==> src/rtl/ame_pri_pkg.sv <==
// Shared types and constants for the 8-bit priority iterator.
package ame_pri_pkg;

  localparam int AME_PRI_W  = 8;
  localparam int AME_PRI_IW = 3;

  typedef enum logic {
    AME_PRI_IDLE = 1'b0,
    AME_PRI_BUSY = 1'b1
  } ame_pri_state_e;

endpackage

==> src/rtl/ame_pri_sel_8b.sv <==
// Combinational pick of the first set bit in scan order, plus a flag
// telling whether anything is left once that bit is removed.
module ame_pri_sel_8b
  import ame_pri_pkg::*;
(
  input  logic [AME_PRI_W-1:0]  mask_i,
  input  logic                  lsb_first_i,
  output logic [AME_PRI_W-1:0]  onehot_o,
  output logic [AME_PRI_IW-1:0] idx_o,
  output logic                  rest_zero_o
);

  logic found;
  int   j;

  always_comb begin
    onehot_o = '0;
    idx_o    = '0;
    found    = 1'b0;
    j        = 0;
    for (int i = 0; i < AME_PRI_W; i++) begin
      j = lsb_first_i ? i : (AME_PRI_W - 1 - i);
      if (!found && mask_i[j]) begin
        onehot_o[j] = 1'b1;
        idx_o       = j[AME_PRI_IW-1:0];
        found       = 1'b1;
      end
    end
  end

  // An empty mask reports rest-zero so it terminates after one beat.
  assign rest_zero_o = ((mask_i & ~onehot_o) == '0);

endmodule

==> src/rtl/ame_pri_iter_8b.sv <==
// Accepts an 8-bit mask and emits one beat per set bit in scan order; first beat
// one cycle after acceptance, outputs hold while out_ready_i is low, input blocked while busy.
module ame_pri_iter_8b
  import ame_pri_pkg::*;
#(
  parameter bit LSB_FIRST = 1'b1
) (
  input  logic                  clk_i,
  input  logic                  rst_n_i,
  input  logic                  in_valid_i,
  output logic                  in_ready_o,
  input  logic [AME_PRI_W-1:0]  in_data_i,
  output logic                  out_valid_o,
  input  logic                  out_ready_i,
  output logic [AME_PRI_IW-1:0] out_idx_o,
  output logic [AME_PRI_W-1:0]  out_onehot_o,
  output logic                  out_last_o,
  output logic                  out_empty_o
);

  ame_pri_state_e       state_q, state_d;
  logic [AME_PRI_W-1:0] mask_q, mask_d;
  logic                 empty_q, empty_d;

  logic [AME_PRI_W-1:0]  sel_onehot;
  logic [AME_PRI_IW-1:0] sel_idx;
  logic                  sel_rest_zero;
  logic                  busy, in_hs, out_hs;

  ame_pri_sel_8b u_sel (
    .mask_i      (mask_q),
    .lsb_first_i (LSB_FIRST),
    .onehot_o    (sel_onehot),
    .idx_o       (sel_idx),
    .rest_zero_o (sel_rest_zero)
  );

  assign busy   = (state_q == AME_PRI_BUSY);
  assign in_hs  = in_valid_i & in_ready_o;
  assign out_hs = out_valid_o & out_ready_i;

  always_comb begin
    state_d = state_q;
    mask_d  = mask_q;
    empty_d = empty_q;
    if (in_hs) begin
      state_d = AME_PRI_BUSY;
      mask_d  = in_data_i;
      empty_d = (in_data_i == '0);
    end else if (out_hs) begin
      mask_d = mask_q & ~sel_onehot;
      if (sel_rest_zero) begin
        state_d = AME_PRI_IDLE;
        empty_d = 1'b0;
      end
    end
  end

  always_ff @(posedge clk_i or negedge rst_n_i) begin
    if (!rst_n_i) begin
      state_q <= AME_PRI_IDLE;
      mask_q  <= '0;
      empty_q <= 1'b0;
    end else begin
      state_q <= state_d;
      mask_q  <= mask_d;
      empty_q <= empty_d;
    end
  end

  // Outputs depend only on registered state, so they cannot move during a stall.
  assign in_ready_o   = ~busy;
  assign out_valid_o  = busy;
  assign out_idx_o    = busy ? sel_idx : '0;
  assign out_onehot_o = busy ? sel_onehot : '0;
  assign out_last_o   = busy & sel_rest_zero;
  assign out_empty_o  = busy & empty_q;

endmodule
==> config.mk <==
export PLATFORM = sky130hd
export DESIGN_NAME = ame_pri_iter_8b
export DESIGN_NICKNAME = d
export VERILOG_FILES = /design/src/rtl/ame_pri_pkg.sv /design/src/rtl/ame_pri_sel_8b.sv /design/src/rtl/ame_pri_iter_8b.sv
export SDC_FILE = /design/constraint.sdc
export NUM_CORES = 1
export LEC_CHECK = 0
export ABC_AREA = 1
export CORE_MARGIN = 2
export CORE_UTILIZATION = 42
export DETAILED_ROUTE_END_ITERATION = 10
export MAX_ROUTING_LAYER = met4
export PLACE_DENSITY = 0.77
export SYNTH_ARGS = -nofsm -noshare
export SYNTH_HDL_FRONTEND = slang
export SYNTH_SLANG_ARGS = --single-unit
==> constraint.sdc <==
create_clock -name clk_i -period 2 [get_ports clk_i]
set_input_delay 0.5 -clock clk_i [delete_from_list [all_inputs] [get_ports clk_i]]
set_output_delay 0.5 -clock clk_i [all_outputs]
set_load 0.005 [all_outputs]
==> metrics.md <==
| Metric | Value |
|---|---|
| Status | finished with violations |
| Failing checks | negative setup slack |
| Worst Path Arrival | 1.65 ns |
| Crit-path most repeated cell | buf_4 |
| Leak | 0.680 nW |
| Core Footprint | 1540 um2 |
| Cell Area, Synth | 707 um2 |
| Hold depth | 2 |
| CP top delay family | buffers and inverters |
| Vias per inst | 5.32 |
| Slowest cell on the critical path | dfrtp_2 |
| Nets | 171 |
| Post-DP HPWL | 1650 um |
| Routed WL | 2470 um |
| Die area | 2030 um2 |
| Initial antenna violation count | 0 |
| IO buf count | 26 |
| Max VDD drop | roughly 0.00099 V |
| Top-area cell type share of the netlist area | about 35% |
| RSZ-0062 raised after global routing | yes |
| Period utilisation layout | 108% |
| Reg2reg end | empty_q |
| Total GRT Usage | between 20% and 30% |
| CP Cell Sequence | nor2_4, nand4_4, buf_4, nor4_4, buf_4, nor2_2, o21ai_1, buf_2 |
| # setup viols final | 7 |
| Setup ws final | -0.155 ns |
| # Max-Cap Violations | 0 |
| R2R cell count | 11 |
| CTS Buf Count | 3 |
| CTS Hold Buffers Added | 0 |
| H-tree depth | 1 |
| Clock Skew | 0.000795 ns |
| Starting density of the core | between 40% and 50% |
| GRT overflow | 0 |
| Cells after synthesis | 95 |
| Worst-Skew Late Latency | approximately 0.26 ns |
| Max Fclk | 464 MHz |
| # diodes | 0 |
| Hold Slack | 0.518 ns |
| Synth Area per Inst | ~7.4 um2 |
| Top cells by area in the synthesized netlist | dfrtp_1, nand2_1, inv_1 |
| IO Count | 27 |
| Layout area overhead | 83.0% |
| Setup crit end kind | primary output |
| Largest net degree at the start of global routing | 11 |
| Pwr/cell area | 1530 nW/um2 |
| WHS Endpoint | empty_q |
| Part of the Yosys area used for sequential elements | 35.4% |
| Yosys cell types | 23 |
| Critical path class | register to primary output |
| Hold path start | empty_q |
| Crit-path max cell delay | 0.43 ns |
| Pin slew with the least headroom to its limit | 0.470 ns |
| Worst r2r src | mask_q[0] |
| Synthesis Warnings | 0 |
| WL per Instance | about 14 um |
| First-pass GRT wire length | approximately 3800 um |
| Final ANT Viol Nets | 0 |
| TritonCTS clock tree | yes |
| Layout Cells excl Fill | 173 |
| Layout cells sized above 1 | 49.0% |
| Root buffer cell | clkbuf_4 |
| Remaining DRCs | 0 |
| FF-to-FF setup slack | 0.43 ns |
| TritonCTS Sinks | 10 |
| Worst Path Buf+Inv | 3 |
| Chip Height | 45.0 um |
| Post-synth top area cell | dfrtp_1 |
| Rows | 14 |
| Fin. Hold Viols | 0 |
| Max Fanout on Critical Path | 3 |
| Worst slack, placed | -0.214 ns |
| Reg clk slew, reported paths | 0.06 ns |
| Final RePlAce weighted congestion | 0.890 |
| Post-Place Cells | 153 |
| Final Max Slew Viols | 0 |
| Clock tree buffer depth | 2 |
| First-pass iteration count of the detailed router | 4 |
| Die width | 45.0 um |
| Hold Path Class | register to register |
| Vias in the first global route | around 900 |
| Relative slew slack | 68.6% |
| Post-Syn Nets | 107 |
| Min Tclk post-route | 2.15 ns |
| Crit path depth | 8 |
| Vias post-DR | just over 900 |
| Required time of the critical path | 1.50 ns |
| Iter 0 DRT Violations | 35 |
| Flops & latches, synth | 10 |
| Critical Path Source Type | register |
cells in the final DEF (no fill, tap or decap):
cell type        synthesis  final
buf_4                    0     31
nand2_1                 24     20
clkdlybuf4s50_1          0     13
inv_1                   12     10
dfrtp_1                 10      9
buf_2                    1      7
inv_2                    5      6
nor2_2                   2      5
nand2_2                  2      5
nor2_4                   4      4
nor2_1                   7      4
o211ai_1                 4      4
nand3_2                  2      3
nand3_1                  4      3
nor3_2                   0      3
o21ai_1                  3      3
o221ai_1                 3      3
clkbuf_4                 0      3
buf_6                    0      3
nor4_1                   2      2
dlygate4sd2_1            0      2
clkdlybuf4s15_2          0      2
inv_4                    0      1
nand4_4                  1      1
nor4_4                   0      1
a31oi_1                  1      1
or2_1                    1      1
o21ai_0                  1      1
nand2_4                  0      1
a21oi_1                  1      1
o22ai_1                  1      1
dfrtp_2                  0      1
dlymetal6s2s_1           0      1
clkdlybuf4s15_1          0      1
worst max-delay path by stage:
stage | end | from | slack, ns
after floorplan | out_idx_o[2] | mask_q[1] | 0.35
after global placement | out_last_o | mask_q[1] | -0.17
final | out_idx_o[2] | mask_q[1] | -0.15
after detailed placement | out_idx_o[2] | mask_q[1] | -0.21
after global routing | out_last_o | mask_q[1] | -0.27
after CTS | out_idx_o[0] | mask_q[0] | -0.22
flip-flops by register name, indices dropped and copies added (netlist names):
register     count
mask_q           8
out_valid_o      1
empty_q          1
layer usage:
| metal | vias to the layer above | GRT usage (%) | wire, um |
|---|---|---|---|
| li1 | 444 | - | - |
| met1 | 418 | 28.4 | 994 |
| met2 | 48 | 46.0 | 1260 |
| met3 | 10 | 4.40 | 145 |
| met4 | 0 | 15.9 | 72 |
| met5 | - | - | 0 |
layout make-up:
cell class                 instances  area [um2]
sequential                        10         251
fill                              99         248
timing repair buffer              60         494
tap                               16        20.0
clock buffer                       3        22.5
inverter                          17        66.3
multi-input combinational         67         439
what timing repair did:
action                                  4_1_cts  5_1_grt
pin swaps                                    10        8
gates cloned                                  0        0
buffers inserted                             11        6
resized for setup                            46       13
endpoints found under the setup margin       11       10
kinds of logic (layout without fill, tap and decap cells):
| logic type | Yosys count | in the layout | share of synthesized area, % |
|---|---|---|---|
| buffers and inverters | 18 | 80 | 9.73 |
| AOI/OAI and AO/OA | 14 | 14 | 13.3 |
| DFF | 10 | 10 | 35.4 |
| and+or+nand+nor | 53 | 53 | 41.6 |
Yosys cell counts (all sizes together):
library cell,number
nor3,3
nor2,13
nand2,26
o21ai,4
o211ai,4
a21oi,1
nand3,6
dfrtp,10
or2,1
buf,1
a31oi,1
o22ai,1
inv,17
nor4,3
nand4,1
o221ai,3
per-stage QoR:
stage / setup TNS, ns / power (W) / utilization [%] / cell area [um2]
2_1_floorplan: 0 / 0.000968 / - / 707
3_3_place_gp: -0.687 / 0.00155 / 72.0 / 1110
3_5_place_dp: -1.02 / 0.00159 / 72.0 / 1110
4_1_cts: -0.923 / 0.00182 / 79.1 / 1220
5_1_grt: -1.50 / 0.00213 / 83.9 / 1290
6_report: -0.744 / 0.00197 / 83.9 / 1290
report_power, final:
| part | switching, W | internal [W] | total, W | leakage [nW] |
|---|---|---|---|---|
| clock network | 0.0000654 | 0.0000694 | 0.000135 | 0.0138 |
| registers | 0.0000787 | 0.000276 | 0.000355 | 0.128 |
| logic | 0.000723 | 0.000761 | 0.00148 | 0.538 |
worst reg2reg max path: cells and delay by family (launching register included):
kind	cells	cell delay (ns)
buffers and inverters	3	0.41
DFF	1	0.42
and+or+nand+nor	8	0.63
No activity file was read; power rests on OpenSTA's default activity.
